File: src/rtl/fifo_priority_pkg.sv
// Shared defaults and read-arbitration helper for the two-queue priority FIFO.
// Imported by sync_fifo_core and fifo_priority.
package fifo_priority_pkg;

    localparam int DEF_DATA_WIDTH = 16;
    localparam int DEF_DEPTH      = 8;
    localparam int DEF_ADDR_WIDTH = 3;

    // Which queue, if any, a read strobe is served from this cycle.
    typedef enum logic [1:0] {
        RD_NONE = 2'd0,
        RD_HP   = 2'd1,
        RD_LP   = 2'd2
    } rd_src_e;

    // HP always wins while it holds data; LP is served only when HP is empty.
    function automatic rd_src_e pick_source(input logic rd_en,
                                            input logic hp_empty,
                                            input logic lp_empty);
        rd_src_e src;
        src = RD_NONE;
        if (rd_en) begin
            if (!hp_empty) begin
                src = RD_HP;
            end else if (!lp_empty) begin
                src = RD_LP;
            end
        end
        return src;
    endfunction

endpackage

File: src/rtl/sync_fifo_core.sv
// Single circular-buffer FIFO: storage, wrap-around pointers, occupancy count
// and empty/full flags, with a combinational view of the head word.
module sync_fifo_core
    import fifo_priority_pkg::*;
#(
    parameter int DATA_WIDTH = DEF_DATA_WIDTH,
    parameter int DEPTH      = DEF_DEPTH,
    parameter int ADDR_WIDTH = DEF_ADDR_WIDTH
) (
    input  logic                  clk,
    input  logic                  rst,
    input  logic                  wr_en,
    input  logic [DATA_WIDTH-1:0] din,
    input  logic                  rd_en,
    output logic [DATA_WIDTH-1:0] head,
    output logic                  empty,
    output logic                  full
);

    localparam logic [ADDR_WIDTH-1:0] LAST_ADDR  = ADDR_WIDTH'(DEPTH - 1);
    localparam logic [ADDR_WIDTH:0]   FULL_COUNT = (ADDR_WIDTH + 1)'(DEPTH);

    logic [DATA_WIDTH-1:0] mem [DEPTH];
    logic [ADDR_WIDTH-1:0] wr_ptr;
    logic [ADDR_WIDTH-1:0] rd_ptr;
    logic [ADDR_WIDTH:0]   count;
    logic                  do_wr;
    logic                  do_rd;

    // Flags come from the pre-edge count, so a write to a full queue is
    // dropped even when the same cycle also reads that queue.
    assign empty = (count == '0);
    assign full  = (count == FULL_COUNT);
    assign do_wr = wr_en && !full;
    assign do_rd = rd_en && !empty;
    assign head  = mem[rd_ptr];

    // NOTE: sequential state uses non-blocking assignments so every register
    // samples pre-edge values regardless of statement order.
    always_ff @(posedge clk) begin
        if (rst) begin
            wr_ptr <= '0;
            rd_ptr <= '0;
            count  <= '0;
        end else begin
            if (do_wr) begin
                wr_ptr <= (wr_ptr == LAST_ADDR) ? '0 : wr_ptr + ADDR_WIDTH'(1);
            end
            if (do_rd) begin
                rd_ptr <= (rd_ptr == LAST_ADDR) ? '0 : rd_ptr + ADDR_WIDTH'(1);
            end
            case ({do_wr, do_rd})
                2'b10:   count <= count + (ADDR_WIDTH + 1)'(1);
                2'b01:   count <= count - (ADDR_WIDTH + 1)'(1);
                default: count <= count;
            endcase
        end
    end

    // NOTE: storage is intentionally left out of reset; stale words are
    // unreachable once the pointers and count clear, and this keeps it a RAM.
    always_ff @(posedge clk) begin
        if (do_wr && !rst) begin
            mem[wr_ptr] <= din;
        end
    end

endmodule

File: src/rtl/fifo_priority.sv
// Two-queue priority FIFO: independent HP/LP write ports, one shared read
// port that drains HP first, and a registered dout that holds between reads.
module fifo_priority
    import fifo_priority_pkg::*;
#(
    parameter int DATA_WIDTH = DEF_DATA_WIDTH,
    parameter int DEPTH      = DEF_DEPTH,
    parameter int ADDR_WIDTH = DEF_ADDR_WIDTH
) (
    input  logic                  clk,
    input  logic                  rst,
    input  logic                  hp_wr_en,
    input  logic [DATA_WIDTH-1:0] hp_din,
    input  logic                  lp_wr_en,
    input  logic [DATA_WIDTH-1:0] lp_din,
    input  logic                  rd_en,
    output logic [DATA_WIDTH-1:0] dout,
    output logic                  hp_empty,
    output logic                  lp_empty,
    output logic                  hp_full,
    output logic                  lp_full
);

    rd_src_e               rd_src;
    logic                  hp_rd;
    logic                  lp_rd;
    logic [DATA_WIDTH-1:0] hp_head;
    logic [DATA_WIDTH-1:0] lp_head;

    // NOTE: every signal driven here gets a default first, so no path leaves
    // it unassigned and no latch is inferred.
    always_comb begin
        rd_src = RD_NONE;
        hp_rd  = 1'b0;
        lp_rd  = 1'b0;
        rd_src = pick_source(rd_en, hp_empty, lp_empty);
        hp_rd  = (rd_src == RD_HP);
        lp_rd  = (rd_src == RD_LP);
    end

    sync_fifo_core #(
        .DATA_WIDTH (DATA_WIDTH),
        .DEPTH      (DEPTH),
        .ADDR_WIDTH (ADDR_WIDTH)
    ) u_hp_fifo (
        .clk   (clk),
        .rst   (rst),
        .wr_en (hp_wr_en),
        .din   (hp_din),
        .rd_en (hp_rd),
        .head  (hp_head),
        .empty (hp_empty),
        .full  (hp_full)
    );

    sync_fifo_core #(
        .DATA_WIDTH (DATA_WIDTH),
        .DEPTH      (DEPTH),
        .ADDR_WIDTH (ADDR_WIDTH)
    ) u_lp_fifo (
        .clk   (clk),
        .rst   (rst),
        .wr_en (lp_wr_en),
        .din   (lp_din),
        .rd_en (lp_rd),
        .head  (lp_head),
        .empty (lp_empty),
        .full  (lp_full)
    );

    // A write into an empty queue is never forwarded: arbitration only sees
    // words already stored before this edge.
    always_ff @(posedge clk) begin
        if (rst) begin
            dout <= '0;
        end else begin
            case (rd_src)
                RD_HP:   dout <= hp_head;
                RD_LP:   dout <= lp_head;
                default: dout <= dout;
            endcase
        end
    end

endmodule

File: config.mk
export PLATFORM = sky130hd
export DESIGN_NAME = fifo_priority
export DESIGN_NICKNAME = d
export VERILOG_FILES = /design/src/rtl/fifo_priority_pkg.sv /design/src/rtl/sync_fifo_core.sv /design/src/rtl/fifo_priority.sv
export SDC_FILE = /design/constraint.sdc
export NUM_CORES = 1
export LEC_CHECK = 0
export CAP_MARGIN = 20
export CORE_MARGIN = 3
export CORE_UTILIZATION = 25
export CTS_CLUSTER_DIAMETER = 200
export CTS_CLUSTER_SIZE = 14
export DETAILED_ROUTE_END_ITERATION = 8
export PLACE_DENSITY = 0.51
export SKIP_LAST_GASP = 1
export SLEW_MARGIN = 20
export SYNTH_ARGS = -nofsm -noshare
export SYNTH_HDL_FRONTEND = slang
export SYNTH_HIERARCHICAL = 1
export SYNTH_SLANG_ARGS = --single-unit
File: constraint.sdc
create_clock -name clk -period 4.35 [get_ports clk]
set_input_delay 1.305 -clock clk [delete_from_list [all_inputs] [get_ports clk]]
set_output_delay 1.305 -clock clk [all_outputs]
set_load 0.02 [all_outputs]
Word level (Yosys, flattened, before mapping)
Memories as Yosys holds them, arrays and structs flattened. A register that Yosys moved wholly into a read port is not among the register bits. Index checks and enable logic that the tools add are counted.

Input port bits: 37. Flip-flop bits (word level): 36. Output and inout bits: 20. Latch bits: 0. Bits in writable memories: 256. ROM bits: 0. Logic and storage cells: 63. Memories kept: 2.

Memories: u_hp_fifo.mem (words 8, bits a word 16, rd ports 1, clocked after memory_dff 1, wr ports 1, line sync_fifo_core.sv:23) `logic [DATA_WIDTH-1:0] mem [DEPTH];`; u_lp_fifo.mem (words 8, bits a word 16, rd ports 1, clocked after memory_dff 1, wr ports 1, line sync_fifo_core.sv:23).

Reductions and logical operators: 16. Add/sub/neg operators: 8. Equality and inequality tests: 12. Magnitude comparators: 0. Multiplexer cells: 18. $mul: 0. Shifts and indexed selects: 0. Bitwise gates (word level): 0. Div/mod/pow operators: 0.

Operators by type and width (number): case mux 16 bit (2 select lines) (1); two-way mux 3 bit (8); case mux 4 bit (2 select lines) (2); adder 3 x 1 -> 3 bit (second input constant) (4); == test 3 bit (second input constant) (4); adder 4 x 1 -> 4 bit (second input constant) (2); == test 4 bit (second input constant) (2); zero test 4 bit (2); subtractor 4 x 1 -> 4 bit (second input constant) (2); == test 2 x 1 -> 1 bit (second input constant) (3); == test 2 bit (second input constant) (3); logical AND 1 bit (6); two-way mux 2 bit (3); nonzero test 2 bit (3); zero test 1 bit (5); two-way mux 1 bit (4).

Depth between registers and ports, before layout
Depth after elaboration: 8. Gate-level depth with buffers: 14. Gate-level depth less buffers: 12.

Modules after synthesis
Netlist, hierarchy kept.

Modules (own cells, without submodules): sync_fifo_core (area each 5466.5 um^2, seq. area each 4103.9 um^2, times used 2, cells an instance 262); fifo_priority (area each 838.3 um^2, seq. area each 320.3 um^2, times used 1, cells an instance 92).

Worst setup path after synthesis
OpenSTA, ideal clock, no wires.

Kind: register -> register. From: reg u_hp_fifo.count[1]. To: reg u_hp_fifo.count[3]. Arrival time: 3.481 ns. Stages on the path, launching flop included: 14. Setup slack: 0.799 ns. Required time: 4.279 ns. Library setup time: 0.071 ns. Path buffers: 2. Clock period less this slack: 3.551 ns. Cell sequence: dfxtp_1 > nor4_1 > nand2b_4 > buf_6 > clkinv_4 > buf_12 > o41ai_1 > inv_1 > ha_1 > ha_1 > a21oi_1 > a21oi_1 > or4_1 > a21oi_1.

Word-level cells in the longest chain between the ends: 7. Elaborated cells on any way between the ends: 15. Those cells by class: add/sub (2); eq/ne (4); mux (3); reduce/logical (6).

RTL lines: from (decl) (line sync_fifo_core.sv:26) `logic [ADDR_WIDTH:0] count;`; from (signal assigned) (line sync_fifo_core.sv:53) `2'b10: count <= count + (ADDR_WIDTH + 1)'(1);`; from (signal assigned) (line sync_fifo_core.sv:54) `2'b01: count <= count - (ADDR_WIDTH + 1)'(1);`; from (signal assigned) (line sync_fifo_core.sv:55) `default: count <= count;`; zero test 4 bit * (line sync_fifo_core.sv:32) `assign empty = (count == '0);`; via hp_empty (line fifo_priority.sv:18) `output logic hp_empty,`; two-way mux 2 bit * (line fifo_priority_pkg.sv:23) `if (!hp_empty) begin`; two-way mux 2 bit * (line fifo_priority_pkg.sv:22) `if (rd_en) begin`; == test 2 x 1 -> 1 bit * (line fifo_priority.sv:37) `hp_rd = (rd_src == RD_HP);`; via hp_rd (line fifo_priority.sv:25) `logic hp_rd;`; logical AND 1 bit * (line sync_fifo_core.sv:35) `assign do_rd = rd_en && !empty;`; == test 2 x 1 -> 1 bit or == test 2 bit (tied branches) (line sync_fifo_core.sv:52) `case ({do_wr, do_rd})`; case mux 4 bit (2 select lines) or nonzero test 2 bit (tied branches).

The timed path passes the listed nets; every way through them passes the cells marked *. A chain may end at the register's enable or synchronous reset.

Worst setup path after layout
From: in rd_en. To: reg u_hp_fifo.count[3].

Word-level cells in the longest chain between the ends: 5. Elaborated cells on any way between the ends: 7. Those cells by class: eq/ne (3); mux (2); reduce/logical (2).

RTL lines: from (decl) (line fifo_priority.sv:16) `input logic rd_en,`; two-way mux 2 bit * (line fifo_priority_pkg.sv:22); == test 2 x 1 -> 1 bit * (line fifo_priority.sv:37); logical AND 1 bit * (line sync_fifo_core.sv:35); == test 2 x 1 -> 1 bit or == test 2 bit (tied branches) (line sync_fifo_core.sv:52); case mux 4 bit (2 select lines) or nonzero test 2 bit (tied branches).

Mark *: on every way between the ends. The rest lies on a longest branch, timed or not.

==> impl_metrics.ini <==
[job]
drv_cap = 0

[global_route]
grt_pass1_vias = 5978
use_met1 = 0.136
overflow = 0
grt_use_met2 = 0.159
grt_pass1_wl_um = 38100
grt.busiest_layer = met2
met3_usage = 0.0249
grt_max_degree = 33
antenna_found_initial = 2
grt_usage = 0.0990

[drt]
first_pass_iters = 5
drc_errors = 0
postRouteAntennaNets = 0
wl_per_cell_um = 19.0
via_count = 5697
drt-total-wl_um = 25000
drt_iter0_drc = 332
via_per_inst = 4.34

[sta]
setup_viol = 0
setup_tns_ns = 0
worstMarginPinSlew_ns = 1.03
fmax_ghz = 0.273
slew_headroom = 0.309
fin_skew_ns = 0.00738
drv_slew = 0
rsz0062_at_grt = no
hold_viol_final = 0
finalCritPeriodShare = 0.844
min_period_ns = 3.67
fin_ws_ns = 0.681

[placed_design]
dpl.cell_count = 1268
gp_congestion = 0.697
dp.final_hpwl_um = 15700
dpl_cell_area_um2 = 13100
port_buffers = 56
place_ws_ns = 0.179

[logic_synthesis]
syn_inst = 616
synth_area_um2 = 11800
ys_seq_area_frac = 0.724
yosysUniqueCellTypes = 36
ys_warn_count = 6
avgSynthCellArea_um2 = 19.1
ys_ff_latch = 298
syn_nets = 669

[final_layout]
final_cells = 1314
nets = 748
fill_cells = 4472
design_area_um2 = 13800
fin_util = 0.300
multi_input_area_um2 = 3020
seqCellArea_um2 = 8530
synthToLayoutAreaGrowth_pct = 17.3
final_layout_size_suffix_gt1_frac = 0.252

[worst_setup_path]
reg2reg_depth = 11
cp_slowest_cell = or4_1
start_kind = primary input
crit_path_cell_trace = clkdlybuf4s50_1, nand2b_4, clkinv_4, o41ai_1, inv_1, ha_1, ha_1, a21oi_1, a21oi_1, or4_1, a21oi_1
path_common_cell = a21oi_1
crit_type = primary input to flip-flop
crit_arrival_ns = 4.13
end_kind = flip-flop
worst_path_largest_cell_delay_ns = 0.47
cp.depth = 11
critPathBufInv = 3
timing.critical_path.required_ns = 4.81
path_max_fanout = 17
cpLargestDelayFamily = buffers and inverters

[min_path]
min_path_cells = 2
hold_path.class = flip-flop to flip-flop

[clock_network]
cts.repair.resized = 0
clock_latency_ns = 0.52
htreeDepth = 1
clkSinkCount = 298
numCtsBuffers = 25
root_buffer = clkbuf_16
cts_tree = yes
ctsHoldBuffers = 0
post_cts_buffers = 0
clk_pin_slew_worst_paths_ns = 0.07
clk_path_buf_depth = 3

[pwr]
power_leakage_nw = 4.27
power_density_nw_per_um2 = 486
ir_worst_vdd_mv = 0.239

[floorplan]
ios = 57
die_y_um = 223
core_region_area_um2 = 46000
dieArea_um2 = 49700
start_util = 0.256
die_x_um = 223
rows = 78

[outcome]
status = finished clean
power by group:
group / internal, mW / total [mW] / switching [mW]
registers: 3.25 / 3.43 / 0.187
clock network: 1.08 / 2.06 / 0.981
logic: 0.601 / 1.22 / 0.614
flip-flops by register name, summed over array words and instances, names as in the netlist, named ones only:
register,cells
u_hp_fifo/rd_ptr,3
u_lp_fifo/mem,128
u_hp_fifo/count,4
u_hp_fifo/mem,128
u_lp_fifo/wr_ptr,3
dout,16
u_hp_fifo/wr_ptr,3
u_lp_fifo/rd_ptr,3
u_lp_fifo/count,4
final timing paths:
check                            from  slack [ns]            endpoint
hold / removal    u_lp_fifo/rd_ptr[2]        0.50           flip-flop
setup reg to reg   u_hp_fifo/count[1]        0.92  u_hp_fifo/count[3]
hold reg to reg   u_lp_fifo/rd_ptr[2]        0.50           flip-flop
setup / recovery                rd_en        0.68  u_hp_fifo/count[3]
kinds of logic (layout without fill, tap and decap cells):
family,after synthesis,after routing,share of synthesized area
compound gates,40,40,0.0295
other cells,0,1,0
xor+xnor,4,4,0.00298
buf+inv,40,137,0.0205
simple gates,120,120,0.0494
mux,98,98,0.155
fa+ha+maj,16,16,0.0183
flops,298,298,0.724
routing by layer:
layer | vias to the layer above | part of all wire
met5 | - | 0.0016
met4 | 4 | 0.019
met3 | 33 | 0.049
met2 | 86 | 0.46
met1 | 2963 | 0.47
li1 | 2611 | -
layout make-up:
cell class | instances | area share
clock buffer | 44 | 0.0505
inverter | 10 | 0.00308
antenna | 1 | 0.000181
timing repair buffer | 82 | 0.0544
tap | 600 | 0.0544
sequential | 298 | 0.618
clock inverter | 1 | 0.000816
multi-input combinational | 278 | 0.219
worst min-delay path, stage by stage (launching register included):
cell	delay [ns]
dfxtp_1	0.32
nand2_1	0.05
a21oi_1	0.07
synth_stat cells:
cell,instances,share of area
edfxtp_1,256,0.65
mux4_2,64,0.12
nor2_1,44,0.014
dfxtp_1,42,0.071
nand2_1,33,0.011
mux2_2,32,0.031
a21oi_1,20,0.0085
ha_1,14,0.015
a311oi_2,12,0.015
inv_1,9,0.0029
nand2_2,9,0.0048
buf_2,8,0.0034
buf_6,8,0.0077
clkbuf_1,7,0.0022
buf_1,6,0.0019
nand2b_1,6,0.0032
nor3_1,6,0.0026
a311oi_1,4,0.0030
or3_1,4,0.0021
xor2_1,4,0.0030
and3_1,2,0.0011
fa_1,2,0.0034
mux2i_1,2,0.0017
nand3_1,2,0.00085
nor3b_1,2,0.0013
nor4_1,2,0.0011
nor4b_1,2,0.0015
o31ai_1,2,0.0013
o41ai_1,2,0.0015
or3b_1,2,0.0015
or3b_4,2,0.0019
or4_1,2,0.0013
buf_12,1,0.0017
clkinv_4,1,0.00074
nand2b_4,1,0.0012
nand3b_1,1,0.00064
placed cells by master, fill, tap and decap left out, types with 9 or more instances in the layout:
cell type	n
edfxtp_1	256
mux4_2	64
clkdlybuf4s50_1	55
nor2_1	44
dfxtp_1	40
nand2_1	33
mux2_2	32
buf_4	26
clkbuf_16	25
a21oi_1	20
clkbuf_1	19
ha_1	14
a311oi_2	12
inv_1	9
nand2_2	9
through the flow:
| step | hold WS, ns | power (mW) |
|---|---|---|
| floorplan | 0.455 | 4.32 |
| global placement | 0.481 | 4.73 |
| detailed placement | 0.491 | 4.74 |
| CTS | 0.503 | 6.84 |
| global route | 0.534 | 7.04 |
| finish | 0.497 | 6.71 |
Note: power is estimated with default switching activity, not from simulation.
